File: src/rtl/mac_pkg.sv
// Shared MAC datapath types: operand packing and streamer FSM states.
// Widths here are the defaults staged_mac and its feeders agree on.
package mac_pkg;

  localparam int MAC_DATA_WIDTH = 32;
  localparam int MAC_ACCUM_BITS = 64;

  typedef struct packed {
    logic [MAC_DATA_WIDTH-1:0] w;
    logic [MAC_DATA_WIDTH-1:0] a;
  } mac_operand_t;

  typedef enum logic [2:0] {
    ST_IDLE,
    ST_BIAS,
    ST_FETCH,
    ST_DRAIN,
    ST_DONE
  } streamer_state_t;

endpackage

File: src/rtl/axis_skid_buffer.sv
// Two-entry AXI-Stream buffer; head entry drives the master outputs
// straight from flops so TVALID/TDATA never depend on TREADY.
module axis_skid_buffer #(
  parameter int DATA_W = 64,
  parameter int ID_W   = 8
) (
  input  logic              clk,
  input  logic              rst_n,
  input  logic              i_push,
  input  logic [DATA_W-1:0] i_data,
  input  logic              i_last,
  input  logic              i_user,
  input  logic [ID_W-1:0]   i_id,
  input  logic              i_tready,
  output logic              o_tvalid,
  output logic [DATA_W-1:0] o_tdata,
  output logic              o_tlast,
  output logic              o_tuser,
  output logic [ID_W-1:0]   o_tid,
  output logic [1:0]        o_count
);

  localparam int PW = DATA_W + ID_W + 2;

  logic [PW-1:0] r_p0;
  logic [PW-1:0] r_p1;
  logic          r_v0;
  logic          r_v1;
  logic [PW-1:0] w_in;
  logic          w_pop;

  assign w_in  = {i_data, i_last, i_user, i_id};
  assign w_pop = r_v0 & i_tready;

  always_ff @(posedge clk or negedge rst_n) begin
    if (!rst_n) begin
      r_p0 <= '0;
      r_p1 <= '0;
      r_v0 <= 1'b0;
      r_v1 <= 1'b0;
    end else if (w_pop) begin
      if (r_v1) begin
        r_p0 <= r_p1;
        r_v1 <= i_push;
        if (i_push) r_p1 <= w_in;
      end else begin
        r_v0 <= i_push;
        if (i_push) r_p0 <= w_in;
      end
    end else if (i_push) begin
      if (!r_v0) begin
        r_p0 <= w_in;
        r_v0 <= 1'b1;
      end else begin
        r_p1 <= w_in;
        r_v1 <= 1'b1;
      end
    end
  end

  assign o_tvalid = r_v0;
  assign {o_tdata, o_tlast, o_tuser, o_tid} = r_p0;
  assign o_count  = {r_v1, r_v0 & ~r_v1};

endmodule

File: src/rtl/mac_operand_streamer.sv
// Streams {weight, activation} beats from two BRAM ports to staged_mac,
// with an optional leading bias beat and a per-job TID.
module mac_operand_streamer
  import mac_pkg::*;
#(
  parameter int DATA_WIDTH = MAC_DATA_WIDTH,
  parameter int ADDR_WIDTH = 10,
  parameter int TID_WIDTH  = 8
) (
  input  logic                    ACLK,
  input  logic                    ARESETN,
  input  logic                    CFG_START,
  input  logic [ADDR_WIDTH-1:0]   CFG_LEN,
  input  logic [ADDR_WIDTH-1:0]   CFG_W_BASE,
  input  logic [ADDR_WIDTH-1:0]   CFG_A_BASE,
  input  logic                    CFG_BIAS_EN,
  input  logic [DATA_WIDTH-1:0]   CFG_BIAS,
  input  logic [TID_WIDTH-1:0]    CFG_TID,
  output logic [ADDR_WIDTH-1:0]   W_ADDR,
  output logic [ADDR_WIDTH-1:0]   A_ADDR,
  output logic                    W_EN,
  output logic                    A_EN,
  input  logic [DATA_WIDTH-1:0]   W_RDATA,
  input  logic [DATA_WIDTH-1:0]   A_RDATA,
  output logic                    MD_AXIS_TVALID,
  input  logic                    MD_AXIS_TREADY,
  output logic [2*DATA_WIDTH-1:0] MD_AXIS_TDATA,
  output logic                    MD_AXIS_TLAST,
  output logic                    MD_AXIS_TUSER,
  output logic [TID_WIDTH-1:0]    MD_AXIS_TID,
  output logic                    BUSY,
  output logic                    DONE
);

  streamer_state_t r_state;
  streamer_state_t w_nxt;

  logic [ADDR_WIDTH-1:0] r_w_ptr;
  logic [ADDR_WIDTH-1:0] r_a_ptr;
  logic [ADDR_WIDTH-1:0] r_left;
  logic [TID_WIDTH-1:0]  r_tid;
  logic                  r_len_zero;
  logic                  r_rd_q;
  logic                  r_rd_last;
  logic                  r_busy;
  logic                  r_done;

  logic [ADDR_WIDTH-1:0]   w_left;
  logic [ADDR_WIDTH-1:0]   w_raddr_w;
  logic [ADDR_WIDTH-1:0]   w_raddr_a;
  logic [1:0]              w_count;
  logic [2:0]              w_occ;
  logic                    w_idle;
  logic                    w_start;
  logic                    w_bias_push;
  logic                    w_fetching;
  logic                    w_pop;
  logic                    w_can;
  logic                    w_issue;
  logic                    w_issue_last;
  logic                    w_push;
  logic [2*DATA_WIDTH-1:0] w_data;
  logic                    w_last;
  logic [TID_WIDTH-1:0]    w_id;

  assign w_idle      = (r_state == ST_IDLE);
  assign w_start     = CFG_START & w_idle;
  assign w_bias_push = w_start & CFG_BIAS_EN;
  assign w_fetching  = (r_state == ST_BIAS) | (r_state == ST_FETCH);
  assign w_pop       = MD_AXIS_TVALID & MD_AXIS_TREADY;

  // A read may issue only if its data is sure of a slot next cycle.
  assign w_occ = {1'b0, w_count} + {2'b00, r_rd_q} + {2'b00, w_bias_push};
  assign w_can = w_occ < (3'd2 + {2'b00, w_pop});

  assign w_left       = w_idle ? CFG_LEN : r_left;
  assign w_raddr_w    = w_idle ? CFG_W_BASE : r_w_ptr;
  assign w_raddr_a    = w_idle ? CFG_A_BASE : r_a_ptr;
  assign w_issue      = (w_start | w_fetching) & (w_left != '0) & w_can;
  assign w_issue_last = w_issue & (w_left == ADDR_WIDTH'(1));

  assign W_EN   = w_issue;
  assign A_EN   = w_issue;
  assign W_ADDR = w_issue ? w_raddr_w : '0;
  assign A_ADDR = w_issue ? w_raddr_a : '0;

  always_comb begin
    w_nxt = r_state;
    unique case (r_state)
      ST_IDLE: begin
        if (CFG_START) begin
          if (CFG_BIAS_EN)          w_nxt = ST_BIAS;
          else if (CFG_LEN != '0)   w_nxt = ST_FETCH;
          else                      w_nxt = ST_DONE;
        end
      end
      ST_BIAS: begin
        if (r_len_zero)
          w_nxt = w_pop ? ST_DONE : ST_DRAIN;
        else if ((r_left == '0) | w_issue_last)
          w_nxt = ST_DRAIN;
        else
          w_nxt = ST_FETCH;
      end
      ST_FETCH: begin
        if ((r_left == '0) | w_issue_last) w_nxt = ST_DRAIN;
      end
      ST_DRAIN: begin
        if (w_pop & MD_AXIS_TLAST) w_nxt = ST_DONE;
      end
      ST_DONE: w_nxt = ST_IDLE;
      default: w_nxt = ST_IDLE;
    endcase
  end

  always_ff @(posedge ACLK or negedge ARESETN) begin
    if (!ARESETN) begin
      r_state    <= ST_IDLE;
      r_w_ptr    <= '0;
      r_a_ptr    <= '0;
      r_left     <= '0;
      r_tid      <= '0;
      r_len_zero <= 1'b0;
      r_rd_q     <= 1'b0;
      r_rd_last  <= 1'b0;
      r_busy     <= 1'b0;
      r_done     <= 1'b0;
    end else begin
      r_state   <= w_nxt;
      r_rd_q    <= w_issue;
      r_rd_last <= w_issue_last;
      r_busy    <= (w_nxt != ST_IDLE);
      r_done    <= (w_nxt == ST_DONE);
      if (w_start) begin
        r_tid      <= CFG_TID;
        r_len_zero <= (CFG_LEN == '0);
      end
      if (w_issue) begin
        r_w_ptr <= w_raddr_w + ADDR_WIDTH'(1);
        r_a_ptr <= w_raddr_a + ADDR_WIDTH'(1);
        r_left  <= w_left - ADDR_WIDTH'(1);
      end else if (w_start) begin
        r_left  <= CFG_LEN;
      end
    end
  end

  // Bias beat enters on the START edge; BRAM data lands one cycle after issue.
  assign w_push = w_bias_push | r_rd_q;
  assign w_data = w_bias_push ? {{DATA_WIDTH{1'b0}}, CFG_BIAS}
                              : {W_RDATA, A_RDATA};
  assign w_last = w_bias_push ? (CFG_LEN == '0) : r_rd_last;
  assign w_id   = w_bias_push ? CFG_TID : r_tid;

  axis_skid_buffer #(
    .DATA_W (2*DATA_WIDTH),
    .ID_W   (TID_WIDTH)
  ) u_skid (
    .clk      (ACLK),
    .rst_n    (ARESETN),
    .i_push   (w_push),
    .i_data   (w_data),
    .i_last   (w_last),
    .i_user   (w_bias_push),
    .i_id     (w_id),
    .i_tready (MD_AXIS_TREADY),
    .o_tvalid (MD_AXIS_TVALID),
    .o_tdata  (MD_AXIS_TDATA),
    .o_tlast  (MD_AXIS_TLAST),
    .o_tuser  (MD_AXIS_TUSER),
    .o_tid    (MD_AXIS_TID),
    .o_count  (w_count)
  );

  assign BUSY = r_busy;
  assign DONE = r_done;

endmodule

File: config.mk
export PLATFORM = sky130hd
export DESIGN_NAME = mac_operand_streamer
export DESIGN_NICKNAME = d
export VERILOG_FILES = /design/src/rtl/mac_pkg.sv /design/src/rtl/axis_skid_buffer.sv /design/src/rtl/mac_operand_streamer.sv
export SDC_FILE = /design/constraint.sdc
export NUM_CORES = 1
export LEC_CHECK = 0
export CAP_MARGIN = 0
export CORE_ASPECT_RATIO = 1.75
export CORE_UTILIZATION = 46
export CTS_CLUSTER_SIZE = 14
export DETAILED_ROUTE_END_ITERATION = 10
export PLACE_DENSITY = 0.84
export SLEW_MARGIN = 10
export SYNTH_ARGS = -nofsm -noshare
export SYNTH_HDL_FRONTEND = slang
export SYNTH_SLANG_ARGS = --single-unit
File: constraint.sdc
create_clock -name ACLK -period 3.5 [get_ports ACLK]
set_input_delay 0.35 -clock ACLK [delete_from_list [all_inputs] [get_ports ACLK]]
set_output_delay 0.35 -clock ACLK [all_outputs]
set_load 0.005 [all_outputs]
==> results.md <==
* Status: finished, final reports clean
* Avg Inst Size Synth at 9.05 sq um
* Clk root buf: clkbuf_16
* Fin. Hold Viols at 0
* Clock skew at 0.0132 ns
* Synthesis-stage register bit count at 196
* # diodes at 0
* Area growth, synth to finish at 33.7%
* Max FO, Critical Path at 24
* Register Area at 4900 sq um
* Final Critical Period at 3.40 ns
* Slew @ Worst Pin at 1.02 ns
* Post-synthesis async set-or-reset flop share at 1.00
* Final setup fails at 0
* Layout cells sized above 1 at 0.0918
* Die width at 114 microns
* Tot Pwr at 0.0113 W
* Count leader, synth: dfrtp_1
* Port bufs at 237
* Tcrit/Tclk final at 0.971
* Clock sinks at 196
* Final slew viol count at 0
* # H-tree levels at 4
* Worst EP required at 3.15 ns
* Kind of critical path: reg2out
* Worst hold margin at 0.00882 ns
* Clk_lat worst skew at 0.44 ns
* Pin count of the biggest net entering global routing at 103
* Final #Nets at 1473
* Leading area contributor after synthesis: dfrtp_1
* Worst min path class: in2async
* First-pass GRT wire length at 46100 microns
* Clock slew at reported path FFs at 0.07 ns
* Share of Yosys cell area claimed by the top area cell type at 0.487
* Arrival @ worst endpoint at 3.05 ns
* Vias in the first global route at 9248
* Vias/cell at 5.73
* Die Y at 198 microns
* Initial Util at 0.468
* Final wirelength at 28600 microns
* CTS Buf Count at 17
* Post-synth top cells: dfrtp_1 (196), nand2_1 (186), nor2_1 (147)
* Synth Instances at 1113
* Full die area at 22500 sq um
* Clk buf depth at 2
* Max-cap viol count at 0
* Pwr/cell area at 839 nW/um^2
* Synthesized area at 10100 sq um
* Headroom to the max-slew limit at 0.317
* Cell leakage power at 5.98 nW
* Crit. End Element: primary output
* Core area at 21500 sq um
* Final-layout fill cell count at 1812
* Vias after detailed routing at 9346
* Footprint of the multi-input gates at 4800 sq um
* Routed len/inst at 17.5 microns
* Number of I/O pins at 238
* Placement Rows at 71
* Main synth FF type: dfrtp_1
* Area contributors post-synth: dfrtp_1 (49%), nand2_1 (6.9%), nor2_1 (5.5%)
* CTS tree: yes
* Initial antenna violation count at 0
* FMAX at 294 MHz
* Type of element launching the critical path: flip-flop
* VDD IR max at 0.000724 V
* Iter 0 DRT Violations at 651
* Detailed placement HPWL at 19500 microns
* GRT Overall Usage at 0.261
* Final GP Congestion at 0.857
* Distinct cell type count after synthesis at 74
* GRT overflow at 0
* Detailed Routing Iterations Pass 1 at 5
* RSZ-0062 raised after global routing: yes
* Post-synth EDFFs at 0
* Ys Warns at 0
* Drt drc at 0
* Sequential share of the synthesized area at 0.487
* Net Count, Synth at 1258
* Routed Antenna Nets at 0
[critical path, stage by stage, from the launching register on]
cell and delay (ns):
dfrtp_1 0.42, nor3_4 0.26, nand3_4 0.12, inv_4 0.07, fa_1 0.39, nand3b_1 0.24, a211oi_4 0.30, o311ai_4 0.19
buf_12 0.20, a21oi_1 0.14, dlygate4sd2_1 0.25
[final timing paths]
path	startpoint	endpoint	slack, ns	cells after the start
worst max-delay path	r_state[1]	W_ADDR[9]	0.10	10
worst min-delay path	ARESETN	u_skid.r_p0[52]	0.009	1
worst max register to register	r_state[1]	r_left[5]	0.33	14
worst min register to register	u_skid.r_p1[8]	u_skid.r_p0[8]	0.48	2
max in group asynchronous	ARESETN	u_skid.r_p1[69]	2.66	2
min in group ACLK	u_skid.r_p1[8]	u_skid.r_p0[8]	0.48	2
[layout by cell type, fill, tap and decap left out, types with 6 or more instances in the layout]
| cell type | instances |
|---|---|
| a211oi_1 | 10 |
| a21oi_1 | 66 |
| a221o_1 | 40 |
| a31oi_1 | 13 |
| and3_1 | 6 |
| buf_4 | 34 |
| clkbuf_16 | 17 |
| clkdlybuf4s15_1 | 8 |
| clkdlybuf4s50_1 | 214 |
| dfrtp_1 | 196 |
| dlygate4sd2_1 | 10 |
| inv_1 | 7 |
| mux2_2 | 9 |
| mux2i_1 | 53 |
| nand2_1 | 186 |
| nand3_1 | 19 |
| nand4_1 | 15 |
| nor2_1 | 147 |
| nor3_1 | 46 |
| o21ai_0 | 38 |
| o21ai_1 | 70 |
| o22a_1 | 6 |
[flip-flops by register name, indices dropped and copies added (netlist names)]
| name | count |
|---|---|
| u_skid.r_p1 | 74 |
| DONE | 1 |
| r_a_ptr | 10 |
| BUSY | 1 |
| r_len_zero | 1 |
| r_state | 3 |
| u_skid.r_v1 | 1 |
| u_skid.o_tvalid | 1 |
| u_skid.r_p0 | 74 |
| r_tid | 8 |
| r_rd_q | 1 |
| r_rd_last | 1 |
| r_w_ptr | 10 |
| r_left | 10 |
[stage by stage]
stage                util  cell area [sq um]  cells  setup TNS (ns)  setup WS, ns
global placement    0.594              12800   1591               0        0.0937
global route        0.626              13500   1632          -0.268       -0.0800
finish              0.626              13500   1632               0         0.101
floorplan               -              10100   1113               0        0.0102
CTS                 0.625              13400   1631               0        0.0452
detailed placement  0.594              12800   1591               0       0.00438
[cell families (layout without fill, tap and decap cells)]
group | Yosys count | count (layout) | share of synthesized area
XOR/XNOR | 4 | 4 | 0.00348
adder cells (fa/ha/maj) | 6 | 6 | 0.00820
AND/OR/NAND/NOR | 461 | 461 | 0.201
buffers and inverters | 95 | 322 | 0.0455
multiplexers | 64 | 64 | 0.0652
AO/OA/AOI/OAI | 287 | 287 | 0.189
flip-flops | 196 | 196 | 0.487
[area by class of cell]
type                    count  area share
clock buffers              20      0.0339
clock inverters            11     0.00762
inverters                  10     0.00316
multi-input cells         822       0.357
flip-flops and latches    196       0.364
well taps                 292      0.0271
repair buffers            281       0.207
[what timing repair did]
item	CTS	global route
gates cloned	1	0
hold buffers	0	0
buffers inserted	8	1
gates resized for setup	33	19
setup endpoints to repair	22	22
pin swaps	5	3
[per-layer routing]
metal	global-route usage	up-vias	part of all wire
met5	0	-	0
met4	0.142	0	0.046
met3	0.0444	91	0.051
met2	0.464	387	0.53
met1	0.296	4473	0.38
li1	-	4395	-
[power breakdown]
part / switching, W / internal (W)
sequential: 0.000743 / 0.00332
combinational: 0.00274 / 0.00261
clock: 0.000871 / 0.00102
No activity file was read; power rests on OpenSTA's default activity.
